`src/rtl/snes_joy_port_device.sv`:
```
// Peripheral side of a SNES controller port: a 12-button pad or a 4-player multitap.
// It shifts latched button words serially onto JOY_DI under console STRB/CLK/P6 control.
module snes_joy_port_device #(
  parameter int SYNC_STAGES = 2,
  parameter bit MULTITAP_EN = 1'b1
) (
  input  logic        MCLK,
  input  logic        RESET_N,
  input  logic [1:0]  MODE,
  input  logic [11:0] PAD_A,
  input  logic [11:0] PAD_B,
  input  logic [11:0] PAD_C,
  input  logic [11:0] PAD_D,
  input  logic        JOY_STRB,
  input  logic        JOY_CLK,
  input  logic        JOY_P6,
  output logic [1:0]  JOY_DI,
  output logic        LATCH_PULSE
);

  logic [SYNC_STAGES-1:0] r_strb_sync;
  logic [SYNC_STAGES-1:0] r_clk_sync;
  logic [SYNC_STAGES-1:0] r_p6_sync;
  logic                   r_strb_d;
  logic                   r_clk_d;
  logic                   r_p6_d;

  logic        w_strb;
  logic        w_clk;
  logic        w_p6;
  logic        w_clk_rise;
  logic        w_strb_fall;
  logic        w_mode_pad;
  logic        w_mode_tap;
  logic        w_sel_ab;
  logic        w_shift_ab;
  logic        w_shift_cd;
  logic        w_sr_c0;
  logic        w_sr_d0;
  logic [1:0]  w_di_next;

  logic [15:0] r_sr_a;
  logic [15:0] r_sr_b;
  logic [4:0]  r_cnt_a;
  logic [4:0]  r_cnt_b;
  logic [1:0]  r_joy_di;
  logic        r_latch_pulse;

  always_ff @(posedge MCLK) begin
    if (!RESET_N) begin
      r_strb_sync <= '0;
      r_clk_sync  <= '0;
      r_p6_sync   <= '0;
      r_strb_d    <= 1'b0;
      r_clk_d     <= 1'b0;
      r_p6_d      <= 1'b0;
    end else begin
      r_strb_sync <= {r_strb_sync[SYNC_STAGES-2:0], JOY_STRB};
      r_clk_sync  <= {r_clk_sync[SYNC_STAGES-2:0], JOY_CLK};
      r_p6_sync   <= {r_p6_sync[SYNC_STAGES-2:0], JOY_P6};
      r_strb_d    <= w_strb;
      r_clk_d     <= w_clk;
      r_p6_d      <= w_p6;
    end
  end

  assign w_strb      = r_strb_sync[SYNC_STAGES-1];
  assign w_clk       = r_clk_sync[SYNC_STAGES-1];
  assign w_p6        = r_p6_sync[SYNC_STAGES-1];
  assign w_clk_rise  = w_clk & ~r_clk_d;
  assign w_strb_fall = ~w_strb & r_strb_d;

  assign w_mode_tap  = (MODE == 2'd2) && MULTITAP_EN;
  assign w_mode_pad  = (MODE == 2'd1) || ((MODE == 2'd2) && !MULTITAP_EN);
  assign w_sel_ab    = ~w_mode_tap | w_p6;
  assign w_shift_ab  = w_clk_rise & ~w_strb & w_sel_ab;
  assign w_shift_cd  = w_clk_rise & ~w_strb & ~w_sel_ab;

  // Latch wins over a coincident clock edge; counters saturate at 16 so the word stays all ones.
  always_ff @(posedge MCLK) begin
    if (!RESET_N) begin
      r_sr_a  <= '0;
      r_sr_b  <= '0;
      r_cnt_a <= '0;
      r_cnt_b <= '0;
    end else if (w_strb) begin
      r_sr_a  <= {4'b0000, PAD_A};
      r_sr_b  <= {4'b0000, PAD_B};
      r_cnt_a <= '0;
      r_cnt_b <= '0;
    end else if (w_shift_ab) begin
      if (r_cnt_a != 5'd16) begin
        r_sr_a  <= {1'b1, r_sr_a[15:1]};
        r_cnt_a <= r_cnt_a + 5'd1;
      end
      if (r_cnt_b != 5'd16) begin
        r_sr_b  <= {1'b1, r_sr_b[15:1]};
        r_cnt_b <= r_cnt_b + 5'd1;
      end
    end
  end

  generate
    if (MULTITAP_EN) begin : g_tap
      logic [15:0] r_sr_c;
      logic [15:0] r_sr_d;
      logic [4:0]  r_cnt_c;
      logic [4:0]  r_cnt_d;

      always_ff @(posedge MCLK) begin
        if (!RESET_N) begin
          r_sr_c  <= '0;
          r_sr_d  <= '0;
          r_cnt_c <= '0;
          r_cnt_d <= '0;
        end else if (w_strb) begin
          r_sr_c  <= {4'b0000, PAD_C};
          r_sr_d  <= {4'b0000, PAD_D};
          r_cnt_c <= '0;
          r_cnt_d <= '0;
        end else if (w_shift_cd) begin
          if (r_cnt_c != 5'd16) begin
            r_sr_c  <= {1'b1, r_sr_c[15:1]};
            r_cnt_c <= r_cnt_c + 5'd1;
          end
          if (r_cnt_d != 5'd16) begin
            r_sr_d  <= {1'b1, r_sr_d[15:1]};
            r_cnt_d <= r_cnt_d + 5'd1;
          end
        end
      end

      assign w_sr_c0 = r_sr_c[0];
      assign w_sr_d0 = r_sr_d[0];
    end else begin : g_no_tap
      assign w_sr_c0 = 1'b0;
      assign w_sr_d0 = 1'b0;
    end
  endgenerate

  // Delayed STRB/P6 copies keep every pin at the same SYNC_STAGES+2 latency to JOY_DI.
  always_comb begin
    w_di_next = 2'b00;
    if (w_mode_tap) begin
      if (r_strb_d)
        w_di_next = {1'b1, r_sr_a[0]};
      else if (r_p6_d)
        w_di_next = {r_sr_b[0], r_sr_a[0]};
      else
        w_di_next = {w_sr_d0, w_sr_c0};
    end else if (w_mode_pad) begin
      w_di_next = {1'b0, r_sr_a[0]};
    end
  end

  always_ff @(posedge MCLK) begin
    if (!RESET_N) begin
      r_joy_di      <= 2'b00;
      r_latch_pulse <= 1'b0;
    end else begin
      r_joy_di      <= w_di_next;
      r_latch_pulse <= w_strb_fall;
    end
  end

  assign JOY_DI      = r_joy_di;
  assign LATCH_PULSE = r_latch_pulse;

endmodule
```
`config.mk`:
```
export PLATFORM = sky130hd
export DESIGN_NAME = snes_joy_port_device
export DESIGN_NICKNAME = d
export VERILOG_FILES = /design/src/rtl/snes_joy_port_device.sv
export SDC_FILE = /design/constraint.sdc
export NUM_CORES = 1
export LEC_CHECK = 0
export BUFFER_PORTS_ARGS = -buffer_cell sky130_fd_sc_hd__buf_2
export CORE_MARGIN = 1
export CORE_UTILIZATION = 35
export DETAILED_ROUTE_END_ITERATION = 10
export GPL_TIMING_DRIVEN = 0
export PLACE_DENSITY = 0.53
export SLEW_MARGIN = 20
export SYNTH_ARGS = -nofsm -noshare
export SYNTH_HDL_FRONTEND = slang
export SYNTH_SLANG_ARGS = --single-unit
```
`constraint.sdc`:
```
create_clock -name MCLK -period 2 [get_ports MCLK]
set_input_delay 0.4 -clock MCLK [delete_from_list [all_inputs] [get_ports MCLK]]
set_output_delay 0.4 -clock MCLK [all_outputs]
set_load 0.1 [all_outputs]
```
Word-level counts from Yosys, hierarchy flattened
Index checks and enable logic that the tools add are counted.
{ "op_classes": {"n_addsub": 4, "eq_ne": 6, "n_mux": 16, "bitwise": 11, "n_reduce_logical": 15} }
{ "op_table": {"columns": ["cell", "n"], "rows": [
  ["$mux 12", 12],
  ["$add 5x1->5 const B", 4],
  ["$ne 5x5->1 const B", 4],
  ["$reduce_and 2->1", 8],
  ["$reduce_bool 2->1", 6],
  ["$mux 2", 3],
  ["$and 1x1->1", 5],
  ["$not 1->1", 5],
  ["$eq 2x1->1 const B", 1],
  ["$eq 2x2->1 const B", 1],
  ["$reduce_or 2->1", 1],
  ["$mux 1", 1],
  ["$or 1x1->1", 1]
]} }
{ "totals": {"register_bits": 96, "output_inout_bits": 3} }

Longest topological paths before layout
{ "depth": {"word_depth": 7, "ltp_mapped": 8, "ltp_nobuf": 6} }

Least setup slack after synthesis
OpenSTA, ideal clock, no wires.
{ "synth_timing": {"kind": "in2reg", "start": "input MODE[0]", "end": "register r_sr_a[10]", "arrival_ns": 1.669, "t_required_ns": 1.881, "slack_ns": 0.212, "path_stages": 7, "path_cell_list": "or3b_2 > clkbuf_1 > and3_1 > buf_2 > buf_2 > a21oi_1 > a21oi_1"} }
{ "synth_via": {"elab_chain_cells": 6} }
{ "synth_lines": {"columns": ["item", "line_no", "source"], "rows": [
  ["start, declared", "9", "input logic [1:0] MODE,"],
  ["$eq 2x2->1", null, null],
  ["$not 1->1", "75", "assign w_sel_ab = ~w_mode_tap | w_p6;"],
  ["$or 1x1->1", "75", null],
  ["$and 1x1->1", "76", "assign w_shift_ab = w_clk_rise & ~w_strb & w_sel_ab;"],
  ["$reduce_bool 2->1 (no source line)", null, null],
  ["$reduce_and 2->1 (no source line)", null, null],
  ["end signal, assigned", "87", "r_sr_a <= {4'b0000, PAD_A};"],
  ["end signal, assigned", "93", "r_sr_a <= {1'b1, r_sr_a[15:1]};"],
  ["end, declared", "42", "logic [15:0] r_sr_a;"]
]} }
Every way passes these cells.
A chain may end at the register's enable or synchronous reset.

Final worst setup path
{ "layout_timing": {"start": "register r_strb_sync[1]", "end": "register r_sr_b[12]"} }
{ "layout_via": {"elab_chain_cells": 4, "word_cells_on_any_way": 5, "cone_classes": "bitwise (3); reduce/logical (2)"} }
{ "layout_lines": {"columns": ["item", "line_no", "source"], "rows": [
  ["start, declared", "21", "logic [SYNC_STAGES-1:0] r_strb_sync;"],
  ["start signal, assigned", "58", "r_strb_sync <= {r_strb_sync[SYNC_STAGES-2:0], JOY_STRB};"],
  ["$not 1->1", "76", null],
  ["$and 1x1->1 (2 in series)", "76", null],
  ["$reduce_and 2->1 (no source line)", null, null],
  ["end signal, assigned", "88", "r_sr_b <= {4'b0000, PAD_B};"],
  ["end signal, assigned", "97", "r_sr_b <= {1'b1, r_sr_b[15:1]};"],
  ["end, declared", "43", "logic [15:0] r_sr_b;"]
]} }
Several ways; a longest one is shown, not always the timed one.

==> flow_summary_export.csv <==
group,metric,value,unit
layout,antennaDiodeCount,0,
clock_network,cts_made_buffers,9,
clock_network,cts_root_buffer,"clkbuf_16",
sta,finalSetupTns,0,ps
sta,finalHoldViolCount,0,
route,vias,3338,
synth,netlist.area_leader.share,48.30,%
synth,ys_types,35,
critical_path,cp-end-kind,"flop",
pwr,power.total,3.956,mW
synth,synthSimpleGateAreaFrac,18.49,%
sta,fin_ws,65.68,ps
critical_path,crit_chain,"buf_6 -> or3b_4 -> buf_6 -> or3_4 -> buf_6 -> buf_6 -> nand2_1 -> a21oi_1",
synth,synth_flop_cell,"dfxtp_1",
critical_path,r2r_start,"r_strb_sync[1]$_SDFF_PN0_",
floorplanning,io_pins,58,
pwr,power_density,835.1,mW/mm²
sta,tightest_slew,655.0,ps
global_routing,track_usage,16.77,%
layout,fin_nets,598,
synth,yosys_warnings,0,
synth,synthTopCellsByCount,"dfxtp_1, a21oi_1, nand2_1, o21ai_0, nor2_1",
layout,fin_cells,679,
layout,utilization,43.32,%
critical_path,critPathTopFamily,"simple AND/OR/NAND/NOR gates",
synth,synth_top_cell_by_area,"dfxtp_1",
floorplanning,start_util,36.38,%
sta,fin_crit,1934,ps
floorplanning,core.rowCount,38,
place,place_ws,-179.8,ps
synth,muxShareOfSynthArea,5.031,%
layout,drive_gt1_share,17.63,%
global_routing,grt-ovfl-total,0,
place,gp_congestion,0.7459,
global_routing,grt_pass1_wl,15320,µm
clock_network,clock_latency,340,ps
place,place_hpwl,6676,µm
hold_path,hp-start,"JOY_P6",
floorplanning,die_w,108.6,µm
synth,synthAdderAreaFrac,2.516,%
critical_path,cp-startpoint,"r_strb_sync[1]$_SDFF_PN0_",
sta,grt_setup_unrepaired,"false",
layout,area_growth,19.06,%
route,drt_iter0_drc,109,
critical_path,critical_path.slowest_cell,"or3b_4",
clock_network,cts.sinks,96,
critical_path,cpPeakStageDelay,390,ps
sta,maxSlewHeadroom,56.33,%
sta,timing.fmax,0.5170,GHz
floorplanning,core,0.01094,mm²
pwr,peakVddDrop,0.3594,mV
place,dp_cells,665,
place,port_buffers,57,
synth,ys_seq_elements,96,
synth,synth_compound_area_share,17.52,%
critical_path,path_class,"reg2reg",
floorplanning,die-area,0.01180,mm²
sta,slew_violations,0,
critical_path,path_max_fanout,10,
layout,final_cell_area,0.004737,mm²
synth,syn_area_per_cell,8.502,µm²
synth,syn_area,0.003979,mm²
floorplanning,die_y,108.6,µm
synth,synth.most_common_cell,"dfxtp_1",
route,drt-pass1-iter-count,4,
critical_path,crit_path_start_kind,"flop",
critical_path,cpMostUsedCell,"buf_6",
critical_path,cp_num_buf_inv,4,
global_routing,grt_pass1_vias,3117,
pwr,leakage,1.766,nW
synth,synth_area_leaders,"dfxtp_1, a21oi_1, o21ai_0, nand2_1, mux2i_1",
critical_path,cp.arrival,2130,ps
synth,synth_edf_count,0,
synth,async_reset_ff_share,0,%
clock_network,cts_buffer_depth,2,
synth,netlist_instances,468,
synth,ys_seq_area_share,48.30,%
sta,finalSetupViolations,0,
sta,clock_skew,7.061,ps
global_routing,antenna_found_initial,0,
route,via_per_inst,4.916,
clock_network,cts_tree,"built",
synth,synthesis.nets,531,
synth,synth_top_family_by_area,"simple AND/OR/NAND/NOR gates",
clock_network,htreeDepth,3,
run,drv_cap,0,
sta,hold_slack,260.7,ps
route,drc_errors,0,
place,detailed_place.area,0.004439,mm²
critical_path,crit_required,2190,ps
clock_network,clkTransAtPathRegs,70,ps
global_routing,grt_max_degree,16,
outcome,status,"completed",
route,wl_per_cell,13.75,µm
route,routed_wirelength,9337,µm
synth,synth_xor_area_share,2.862,%
route,ant_nets,0,
hold_path,hold_path.class,"in2reg",
sta,period_share,96.72,%
## registers in the layout, summed over array words and instances, names as in the netlist
name           flops
r_clk_sync         2
r_strb_d           1
r_strb_sync        2
r_sr_b            16
r_clk_d            1
r_p6_d             1
r_p6_sync          2
r_sr_a            16
g_tap.r_cnt_d      5
g_tap.r_cnt_c      5
r_cnt_a            5
r_cnt_b            5
JOY_DI             2
LATCH_PULSE        1
g_tap.r_sr_d      16
g_tap.r_sr_c      16
## cell families after synthesis
logic type	after synthesis
buffers and inverters	44
adders and majority gates	8
DFF	96
xor gates and xnor gates	13
AOI/OAI and AO/OA	137
muxes	20
and+or+nand+nor	150
## path summary, 6_finish.rpt
check	to	cells past startpoint	slack [ps]
worst max register to register	r_sr_b[12]$_SDFFE_PP0P_	8	70
worst min register to register	r_strb_sync[1]$_SDFF_PN0_	1	440
worst max-delay path	r_sr_b[12]$_SDFFE_PP0P_	8	70
worst min-delay path	r_p6_sync[0]$_SDFF_PN0_	2	260
## routing by layer
layer	GRT usage (%)	vias to the layer above	part of all wire (%)
li1	-	1741	-
met5	0	-	0
met4	6.178	0	1.3
met1	22.87	1523	49
met3	3.467	9	4.0
met2	26.04	65	46
## layout by cell type (no fill, tap or decap), types with 10 or more instances in the layout
cell       n
nor3_1    18
nand3_1   12
mux2i_1   20
nor2_1    28
and2_1    11
nand2_1   59
buf_2     65
dfxtp_1   96
a21oi_1   85
clkbuf_1  19
xnor2_1   10
o21ai_0   49
## area by class of cell
cell class | instances | area, µm²
buffer | 33 | 175.2
clock buffer | 11 | 252.7
clock inverter | 4 | 30.03
fill | 1151 | 6198
inverter | 10 | 37.54
multi-input combinational | 328 | 1859
sequential | 96 | 1922
tap | 140 | 175.2
timing repair buffer | 57 | 285.3
## report_power, final
part           switching (mW)  internal [mW]
registers              0.0358           1.98
logic                   0.184          0.130
clock network           0.719          0.906
## timing repair
| action | 4_1_cts | 5_1_grt |
|---|---|---|
| setup endpoints to repair | 25 | 18 |
| gates resized for setup | 1 | 5 |
| hold buffers | 0 | 0 |
| buffers inserted | 0 | 0 |
| pin swaps | 0 | 1 |
Power figures use the tool's default switching activity.
